<file path="config.mk">
export PLATFORM = sky130hd
export DESIGN_NAME = eeg_moving_avg_filter_flat
export DESIGN_NICKNAME = d
export VERILOG_FILES = /design/src/rtl/eeg_moving_avg_filter_if.sv /design/src/rtl/eeg_moving_avg_filter.sv /design/src/flat_wrapper.sv
export SDC_FILE = /design/constraint.sdc
export NUM_CORES = 1
export LEC_CHECK = 0
export CAP_MARGIN = 30
export CORE_ASPECT_RATIO = 0.6
export CORE_MARGIN = 3
export CORE_UTILIZATION = 50
export CTS_CLUSTER_DIAMETER = 200
export CTS_CLUSTER_SIZE = 25
export DETAILED_ROUTE_END_ITERATION = 10
export DONT_BUFFER_PORTS = 1
export PLACE_DENSITY = 0.61
export SLEW_MARGIN = 20
export SYNTH_ARGS = -nofsm -noshare
export SYNTH_HDL_FRONTEND = slang
export SYNTH_SLANG_ARGS = --single-unit
</file>
<file path="constraint.sdc">
create_clock -name clk -period 5.4 [get_ports clk]
set_input_delay 1.35 -clock clk [delete_from_list [all_inputs] [get_ports clk]]
set_output_delay 1.35 -clock clk [all_outputs]
set_load 0.02 [all_outputs]
</file>
<file path="src/rtl/eeg_moving_avg_filter_if.sv">
// Sample-stream interface between the EEG ADC side and the moving-average filter.
//   in_valid / in_sample / flush           : producer -> filter
//   out_valid / out_sample / warm / artifact_flag : filter -> detector
// The master modport is the producer/consumer side; the slave modport is the filter.
interface eeg_moving_avg_filter_if #(
   parameter int unsigned DATA_W = 8
);
   logic              in_valid;
   logic [DATA_W-1:0] in_sample;
   logic              flush;
   logic              out_valid;
   logic [DATA_W-1:0] out_sample;
   logic              warm;
   logic              artifact_flag;

   modport master (
      output in_valid, in_sample, flush,
      input  out_valid, out_sample, warm, artifact_flag
   );

   modport slave (
      input  in_valid, in_sample, flush,
      output out_valid, out_sample, warm, artifact_flag
   );
endinterface

</file>
<file path="src/rtl/eeg_moving_avg_filter.sv">
// Boxcar (2^LOG2_TAPS-point moving-average) filter for the raw EEG sample stream
// feeding the P300 detector. Output is suppressed until the window is full.
// Ports:
//   clk      : system clock, rising edge
//   reset_n  : asynchronous active-low reset
//   bus      : eeg_moving_avg_filter_if.slave
//              in_valid/in_sample/flush in, out_valid/out_sample/warm/artifact_flag out
// Optional feature: define EEG_ARTIFACT_REJECT_EN to replace samples above
// ARTIFACT_LIMIT with the last accepted sample and pulse artifact_flag.
module eeg_moving_avg_filter #(
   parameter int unsigned DATA_W         = 8,
   parameter int unsigned LOG2_TAPS      = 3,
   parameter int unsigned ARTIFACT_LIMIT = 200
) (
   input logic                    clk,
   input logic                    reset_n,
   eeg_moving_avg_filter_if.slave bus
);

   localparam int unsigned TAPS  = 1 << LOG2_TAPS;
   localparam int unsigned SUM_W = DATA_W + LOG2_TAPS;
   localparam logic [DATA_W-1:0] LIMIT = DATA_W'(ARTIFACT_LIMIT);

   typedef enum logic {FILL, RUN} state_t;

   state_t                 state, state_d;
   logic [DATA_W-1:0]      win [TAPS];
   logic [SUM_W-1:0]       sum, sum_d, new_sum;
   logic [LOG2_TAPS-1:0]   wr_ptr, wr_ptr_d;
   logic [LOG2_TAPS-1:0]   fill_cnt, fill_cnt_d;
   logic                   warm, warm_d;
   logic                   out_valid, out_valid_d;
   logic [DATA_W-1:0]      out_sample, out_sample_d;
   logic                   art_flag, art_flag_d;
   logic                   win_we, win_clr;
   logic [DATA_W-1:0]      s_eff;
   logic                   is_art;
   logic [DATA_W-1:0]      avg;

`ifdef EEG_ARTIFACT_REJECT_EN
   logic [DATA_W-1:0] last_s;
   logic              has_last;

   // Out-of-range samples are replaced by the last accepted one (0 if none yet)
   always_comb begin
      is_art = bus.in_sample > LIMIT;
      s_eff  = bus.in_sample;
      if (is_art) s_eff = has_last ? last_s : '0;
   end

   // Last accepted sample since reset/flush
   always_ff @(posedge clk or negedge reset_n) begin
      if (!reset_n) begin
         last_s   <= '0;
         has_last <= 1'b0;
      end else if (bus.flush) begin
         last_s   <= '0;
         has_last <= 1'b0;
      end else if (bus.in_valid) begin
         last_s   <= s_eff;
         has_last <= 1'b1;
      end
   end
`else
   logic limit_unused;

   assign limit_unused = bus.in_sample > LIMIT;
   assign s_eff        = bus.in_sample;
   assign is_art       = 1'b0;
`endif

   // Running sum already contains win[wr_ptr], so the subtraction never underflows
   assign new_sum = sum + SUM_W'(s_eff) - SUM_W'(win[wr_ptr]);
   assign avg     = DATA_W'(new_sum >> LOG2_TAPS);

   // Next-state and output logic
   always_comb begin
      state_d      = state;
      sum_d        = sum;
      wr_ptr_d     = wr_ptr;
      fill_cnt_d   = fill_cnt;
      warm_d       = warm;
      out_valid_d  = 1'b0;
      out_sample_d = out_sample;
      art_flag_d   = 1'b0;
      win_we       = 1'b0;
      win_clr      = 1'b0;

      if (bus.flush) begin
         state_d    = FILL;
         sum_d      = '0;
         wr_ptr_d   = '0;
         fill_cnt_d = '0;
         warm_d     = 1'b0;
         win_clr    = 1'b1;
      end else if (bus.in_valid) begin
         sum_d      = new_sum;
         wr_ptr_d   = wr_ptr + LOG2_TAPS'(1);
         win_we     = 1'b1;
         art_flag_d = is_art;
         case (state)
            FILL: begin
               fill_cnt_d = fill_cnt + LOG2_TAPS'(1);
               if (fill_cnt == LOG2_TAPS'(TAPS - 1)) begin
                  state_d      = RUN;
                  warm_d       = 1'b1;
                  out_valid_d  = 1'b1;
                  out_sample_d = avg;
               end
            end
            RUN: begin
               out_valid_d  = 1'b1;
               out_sample_d = avg;
            end
            default: state_d = FILL;
         endcase
      end
   end

   // State and datapath registers
   always_ff @(posedge clk or negedge reset_n) begin
      if (!reset_n) begin
         state      <= FILL;
         sum        <= '0;
         wr_ptr     <= '0;
         fill_cnt   <= '0;
         warm       <= 1'b0;
         out_valid  <= 1'b0;
         out_sample <= '0;
         art_flag   <= 1'b0;
         for (int i = 0; i < int'(TAPS); i++) win[i] <= '0;
      end else begin
         state      <= state_d;
         sum        <= sum_d;
         wr_ptr     <= wr_ptr_d;
         fill_cnt   <= fill_cnt_d;
         warm       <= warm_d;
         out_valid  <= out_valid_d;
         out_sample <= out_sample_d;
         art_flag   <= art_flag_d;
         if (win_clr) begin
            for (int i = 0; i < int'(TAPS); i++) win[i] <= '0;
         end else if (win_we) begin
            win[wr_ptr] <= s_eff;
         end
      end
   end

   assign bus.out_valid     = out_valid;
   assign bus.out_sample    = out_sample;
   assign bus.warm          = warm;
   assign bus.artifact_flag = art_flag;

endmodule

</file>
<file path="src/flat_wrapper.sv">
// flat-port wrapper written by rule: the top's interface ports become plain ports
module eeg_moving_avg_filter_flat 
#(
   parameter int unsigned DATA_W         = 8,
   parameter int unsigned LOG2_TAPS      = 3,
   parameter int unsigned ARTIFACT_LIMIT = 200
)
  (clk, reset_n, bus_in_valid, bus_in_sample, bus_flush, bus_out_valid, bus_out_sample, bus_warm, bus_artifact_flag);
  eeg_moving_avg_filter_if #(.DATA_W(DATA_W)) bus_i ();
  input logic clk;
  input logic reset_n;
  input wire logic [$bits(bus_i.in_valid)-1:0] bus_in_valid;
  input wire logic [$bits(bus_i.in_sample)-1:0] bus_in_sample;
  input wire logic [$bits(bus_i.flush)-1:0] bus_flush;
  output wire logic [$bits(bus_i.out_valid)-1:0] bus_out_valid;
  output wire logic [$bits(bus_i.out_sample)-1:0] bus_out_sample;
  output wire logic [$bits(bus_i.warm)-1:0] bus_warm;
  output wire logic [$bits(bus_i.artifact_flag)-1:0] bus_artifact_flag;
  assign bus_i.in_valid = bus_in_valid;
  assign bus_i.in_sample = bus_in_sample;
  assign bus_i.flush = bus_flush;
  assign bus_out_valid = bus_i.out_valid;
  assign bus_out_sample = bus_i.out_sample;
  assign bus_warm = bus_i.warm;
  assign bus_artifact_flag = bus_i.artifact_flag;
  eeg_moving_avg_filter #(.DATA_W(DATA_W), .LOG2_TAPS(LOG2_TAPS), .ARTIFACT_LIMIT(ARTIFACT_LIMIT)) u_core (.clk(clk), .reset_n(reset_n), .bus(bus_i));
endmodule
</file>
; After elaboration in Yosys (flattened, before gate mapping)
; Index checks and enable logic that the tools add are counted.
[totals]
output_inout_bits = 11
word_cells = 65
ff_bits = 92
inputBits = 12
[op_classes]
order_cmp = 2
mux = 31
n_addsub = 4
reduce_logical = 7
bitwise = 3
n_eq_ne = 3
[ops]
columns = operator, n
row1 = $mux 64, 2
row2 = $bwmux 64, 1
row3 = $mux 8, 4
row4 = $bmux 8 s3, 1
row5 = $demux 8 s3, 1
row6 = $mux 11, 2
row7 = $pmux 8 s2, 1
row8 = $mux 3, 5
row9 = $mux 1, 13
row10 = $add 11x8->11, 1
row11 = $sub 11x8->11, 1
row12 = $add 3x1->3 const B, 2
row13 = $reduce_and 3->1, 2
row14 = $reduce_bool 2->1, 3
row15 = $ge 4x4->1 const B, 1
row16 = $lt 4x1->1 const B, 1
row17 = $not 3->4, 1
row18 = $eq 3x3->1 const B, 1
row19 = $ne 2x1->1 const B, 1
row20 = $ne 2x2->1 const B, 1
row21 = $not 1->1, 2
row22 = $pmux 1 s2, 1
row23 = $reduce_and 2->1, 1
row24 = $logic_and 1x1->1, 1

; Depth between registers and ports, before layout
[logic_depth]
depth_word = 8
ltp_mapped = 17
ltp_nobuf = 15

; Least setup slack after synthesis
; Ideal clock, no wire load.
[synth_timing]
kind = input to register
from = input bus_in_sample[2]
to = register u_core.out_sample[7], in the netlist u_core.bus.out_sample[7]
setup_ns = 0.068
required_time_ns = 5.332
slack_ns = 1.687
cell_stages = 10
arrival_ns = 3.644
path_cell_list = clkbuf_1 > inv_1 > fa_1 > inv_1 > ha_1 > nor2b_1 > o31a_4 > o21ai_4 > mux2_2 > nand3_1
[synth_via]
elab_chain_cells = 4
[synth_rtl]
columns = item, line_no
row1 = start: declaration, flat_wrapper.sv:13  ; input wire logic [$bits(bus_i.in_sample)-1:0] bus_in_sample;
row2 = $add 11x8->11 (*), eeg_moving_avg_filter.sv:73  ; assign new_sum = sum + SUM_W'(s_eff) - SUM_W'(win[wr_ptr]);
row3 = $sub 11x8->11 (*), eeg_moving_avg_filter.sv:73
row4 = $mux 8, eeg_moving_avg_filter.sv:104  ; if (fill_cnt == LOG2_TAPS'(TAPS - 1)) begin
row5 = $pmux 8 s2 (*), eeg_moving_avg_filter.sv:101  ; case (state)
row6 = end signal: assignment, eeg_moving_avg_filter.sv:139  ; out_sample <= out_sample_d;
row7 = end: declaration, eeg_moving_avg_filter.sv:33  ; logic [DATA_W-1:0] out_sample, out_sample_d;
; Every way passes the cells marked *; elsewhere a longest branch is shown, timed or not. The select of a mux whose other input is x is not followed.
; A chain may end at the register's enable or synchronous reset.

; Worst setup path after layout
[layout_timing]
from = register u_core.wr_ptr[1]
to = register u_core.sum[8]
[layout_via]
elab_chain_cells = 7
[layout_rtl]
columns = item, line_no
row1 = start: declaration, eeg_moving_avg_filter.sv:29  ; logic [LOG2_TAPS-1:0] wr_ptr, wr_ptr_d;
row2 = start signal: assignment, eeg_moving_avg_filter.sv:135  ; wr_ptr <= wr_ptr_d;
row3 = $not 3->4 (not written as such), eeg_moving_avg_filter.sv:73
row4 = $bmux 8 s3, eeg_moving_avg_filter.sv:73
row5 = $mux 8 (not written as such) (2 in series), eeg_moving_avg_filter.sv:73
row6 = $sub 11x8->11, eeg_moving_avg_filter.sv:73
row7 = $mux 11, eeg_moving_avg_filter.sv:96  ; end else if (bus.in_valid) begin
row8 = $mux 11, eeg_moving_avg_filter.sv:89  ; if (bus.flush) begin
row9 = end signal: assignment, eeg_moving_avg_filter.sv:134  ; sum <= sum_d;
row10 = end: declaration, eeg_moving_avg_filter.sv:28  ; logic [SUM_W-1:0] sum, sum_d, new_sum;
; Every way passes these cells. The select of a mux whose other input is x is not followed.

==> flow_summary_export.csv <==
group,metric,value,unit
final_layout,final_cell_mix,"nand2_1 (166), dfrtp_1 (92), a21oi_1 (79)",
route,drc_errors,0,
sta,maxSlewViolCount,0,
cts,postCtsSetupRepairBufs,0,
cts,ctsHoldBuffers,0,
logic_synthesis,synth_edf_count,0,
die,floorplan.die.height,85.1,um
critical_path,reg2reg_to,"u_core.sum[8]",
critical_path,worstReg2RegStart,"u_core.wr_ptr[1]",
cts,insertion_delay,340,ps
power_and_ir_drop,seq_power_share,35.4,%
route,antenna_left,0,
critical_path,path_delay_family,"compound AO/OA/AOI/OAI gates",
cts,cts_tree,"built",
cts,cts.sinks,92,
final_layout,area_growth,7.52,%
power_and_ir_drop,power_frac_comb,33.4,%
logic_synthesis,avgSynthCellArea,8.81,um^2
global_routing,antenna_found_initial,0,
placed_design,place.gp.congestion,0.868,
power_and_ir_drop,p_leak,0.00244,uW
power_and_ir_drop,netSwitchingFraction,34.1,%
critical_path,cp_max_fo,21,
die,num_rows,28,
die,ios,23,
critical_path,crit_slowest_cell,"dfrtp_1",
placed_design,numPortBuffers,0,
final_layout,diodes,0,
sta,rsz0062_at_grt,"false",
global_routing,grt_overflow_total,0,
logic_synthesis,syn-cell-area,5210,um^2
sta,fin_crit,3810,ps
global_routing,grt_pass1_vias,4163,
critical_path,crit_buf_inv,1,
route,vias,4209,
sta,worst_pin_slew,926,ps
min_path,hold_end,"u_core.win[44]",
power_and_ir_drop,ir_worst_vdd,156,uV
final_layout,final_common_cell,"nand2_1",
die,core,9980,um^2
critical_path,reg2reg_depth,11,
logic_synthesis,synth-seq-cells,92,
route,detail_route.wl_per_cell,19.6,um
cts,clkTransAtPathRegs,60,ps
global_routing,grt.total_usage,25.6,%
logic_synthesis,synthArstFlopShare,100,%
cts,cts_made_buffers,9,
critical_path,startpoint_type,"flip-flop",
route,first_iter_violations,427,
critical_path,crit_top_cell,"fa_1",
status,status,"finished, final reports clean",
job,maxCapViolCount,0,
critical_path,crit_path_max_incr_delay,710,ps
final_layout,layout-drive-gt1-share,8.30,%
route,firstDrtPassIters,4,
critical_path,crit_type,"reg -> reg",
route,vias_per_cell,5.90,
global_routing,grt_pass1_wl,22900,um
logic_synthesis,yosysSeqAreaShare,44.2,%
placed_design,dp_hpwl,9400,um
sta,hold_viol_final,0,
power_and_ir_drop,clkPwrFrac,31.1,%
critical_path,cp.arrival,4040,ps
logic_synthesis,syn_nets,625,
sta,setup_viol_count_final,0,
min_path,hp-class,"reg -> reg",
sta,slew_headroom,38.1,%
critical_path,r2r_slack,1590,ps
logic_synthesis,yosys_warnings,0,
power_and_ir_drop,p_per_area,389,nW/um^2
critical_path,cp_data_required_time,5630,ps
final_layout,nets,608,
min_path,min_from,"u_core.win[44]",
die,die_x,138,um
critical_path,critPathCaptureType,"flip-flop",
die,initial_core_util,52.2,%
sta,skew,5.93,ps
logic_synthesis,yosysUniqueCellTypes,57,
power_and_ir_drop,switchingPower,744,uW
sta,tns,0,ps
sta,fmax,262,MHz
power_and_ir_drop,internal_power,1440,uW
global_routing,grt_max_degree,93,
cts,htreeDepth,3,
die,dieArea,11700,um^2
placed_design,dpl.cell_count,697,
critical_path,crit_chain,"buf_16 -> mux2_2 -> a221oi_1 -> o22ai_1 -> fa_1 -> fa_1 -> nor2b_1 -> o31a_4 -> o211ai_4 -> and4_1 -> a211o_1",
min_path,hold_depth,2,
cts,root_buffer,"clkbuf_16",
logic_synthesis,synthFlopType,"dfrtp_1",
route,wl,14000,um
cts,clock_path_buffers,2,
cts,cts_resized,0,
logic_synthesis,synthCells,591,
final_layout,fin_cells,713,
sta,post-route-period-util,70.6,%
[how the worst max path moves through the flow]
stage	start	endpoint	slack, ps	cells after the start
finish	u_core.wr_ptr[1]	u_core.sum[8]	1590	11
global route	u_core.wr_ptr[1]	u_core.sum[8]	1380	11
CTS	u_core.wr_ptr[0]	u_core.sum[9]	1430	11
detailed placement	u_core.wr_ptr[0]	u_core.sum[9]	1480	11
global placement	u_core.wr_ptr[1]	u_core.sum[10]	1390	10
floorplan	bus_in_sample[2]	u_core.bus.out_sample[7]	1690	10
[logic make-up (layout without fill, tap and decap cells)]
logic type               count (synthesis)  count (layout)  synth area share (%)
AND/OR/NAND/NOR                        245             245                  20.2
AO/OA/AOI/OAI                          129             129                  15.6
flip-flops                              92              92                  44.2
buffers and inverters                   73              60                  5.93
multiplexers                            23              23                  6.54
adder cells (fa/ha/maj)                 22              22                  6.44
XOR/XNOR                                 6               6                  1.01
other                                    1               1                0.0720
[registers in the layout, summed over array words and instances, names as in the netlist]
signal / count
u_core.fill_cnt: 3
u_core.sum: 11
u_core.bus.warm: 1
u_core.bus.out_valid: 1
u_core.wr_ptr: 3
u_core.bus.out_sample: 8
u_core.state: 1
u_core.win: 64
[metal layers]
metal,share of wire (%),vias up,GRT usage [%]
li1,-,1957,-
met1,49,2087,39.7
met2,42,151,35.9
met3,7.6,14,7.29
met4,0.87,0,4.75
met5,0,-,0
[per-stage QoR]
stage / setup slack, ps / power [uW] / area, um^2 / hold slack (ps) / utilization, %
4_1_cts: 1430 / 2180 / 5590 / 518 / 56.0
3_3_place_gp: 1390 / 1480 / 5240 / 502 / 52.5
3_5_place_dp: 1480 / 1490 / 5270 / 508 / 52.8
6_report: 1590 / 2180 / 5600 / 519 / 56.1
2_1_floorplan: 1690 / 1380 / 5210 / 468 / -
5_1_grt: 1380 / 2320 / 5600 / 526 / 56.1
[worst min-delay path, stage by stage (launching register included)]
cell and delay, ps:
dfrtp_1 380, nand2_1 60, a21oi_1 50
[power by group through the flow]
stage          combinational, uW  clock (uW)  sequential, uW
2_1_floorplan                613           0             768
3_3_place_gp                 690           0             790
3_5_place_dp                 706           0             787
4_1_cts                      714         695             775
5_1_grt                      824         723             777
6_report                     729         679             773
[synth_stat cells, drive strengths merged, types with 3 or more instances]
master	instances	area, um^2
a211oi	5	37.5
a21o	3	23.8
a21oi	81	413
a221oi	5	61.3
a31oi	4	25.0
and3	5	31.3
buf	17	98.8
clkbuf	17	63.8
dfrtp	92	2300
fa	8	160
ha	14	175
inv	38	143
mux2	8	90.1
mux2i	7	70.1
mux4	8	180
nand2	166	623
nand2b	7	43.8
nand3	13	65.1
nand3b	4	30.0
nand4	4	25.0
nor2	27	101
nor2b	5	31.3
nor3	6	35.0
o21a	3	22.5
o21ai	12	75.1
xnor2	5	43.8
[area by class of cell]
cell class	instances	area, um^2
inverters	39	146
repair buffers	6	68.8
flip-flops and latches	92	2300
clock inverters	4	73.8
fillers	942	4390
multi-input cells	426	2600
well taps	135	169
clock buffers	11	243
Power figures use the tool's default switching activity.
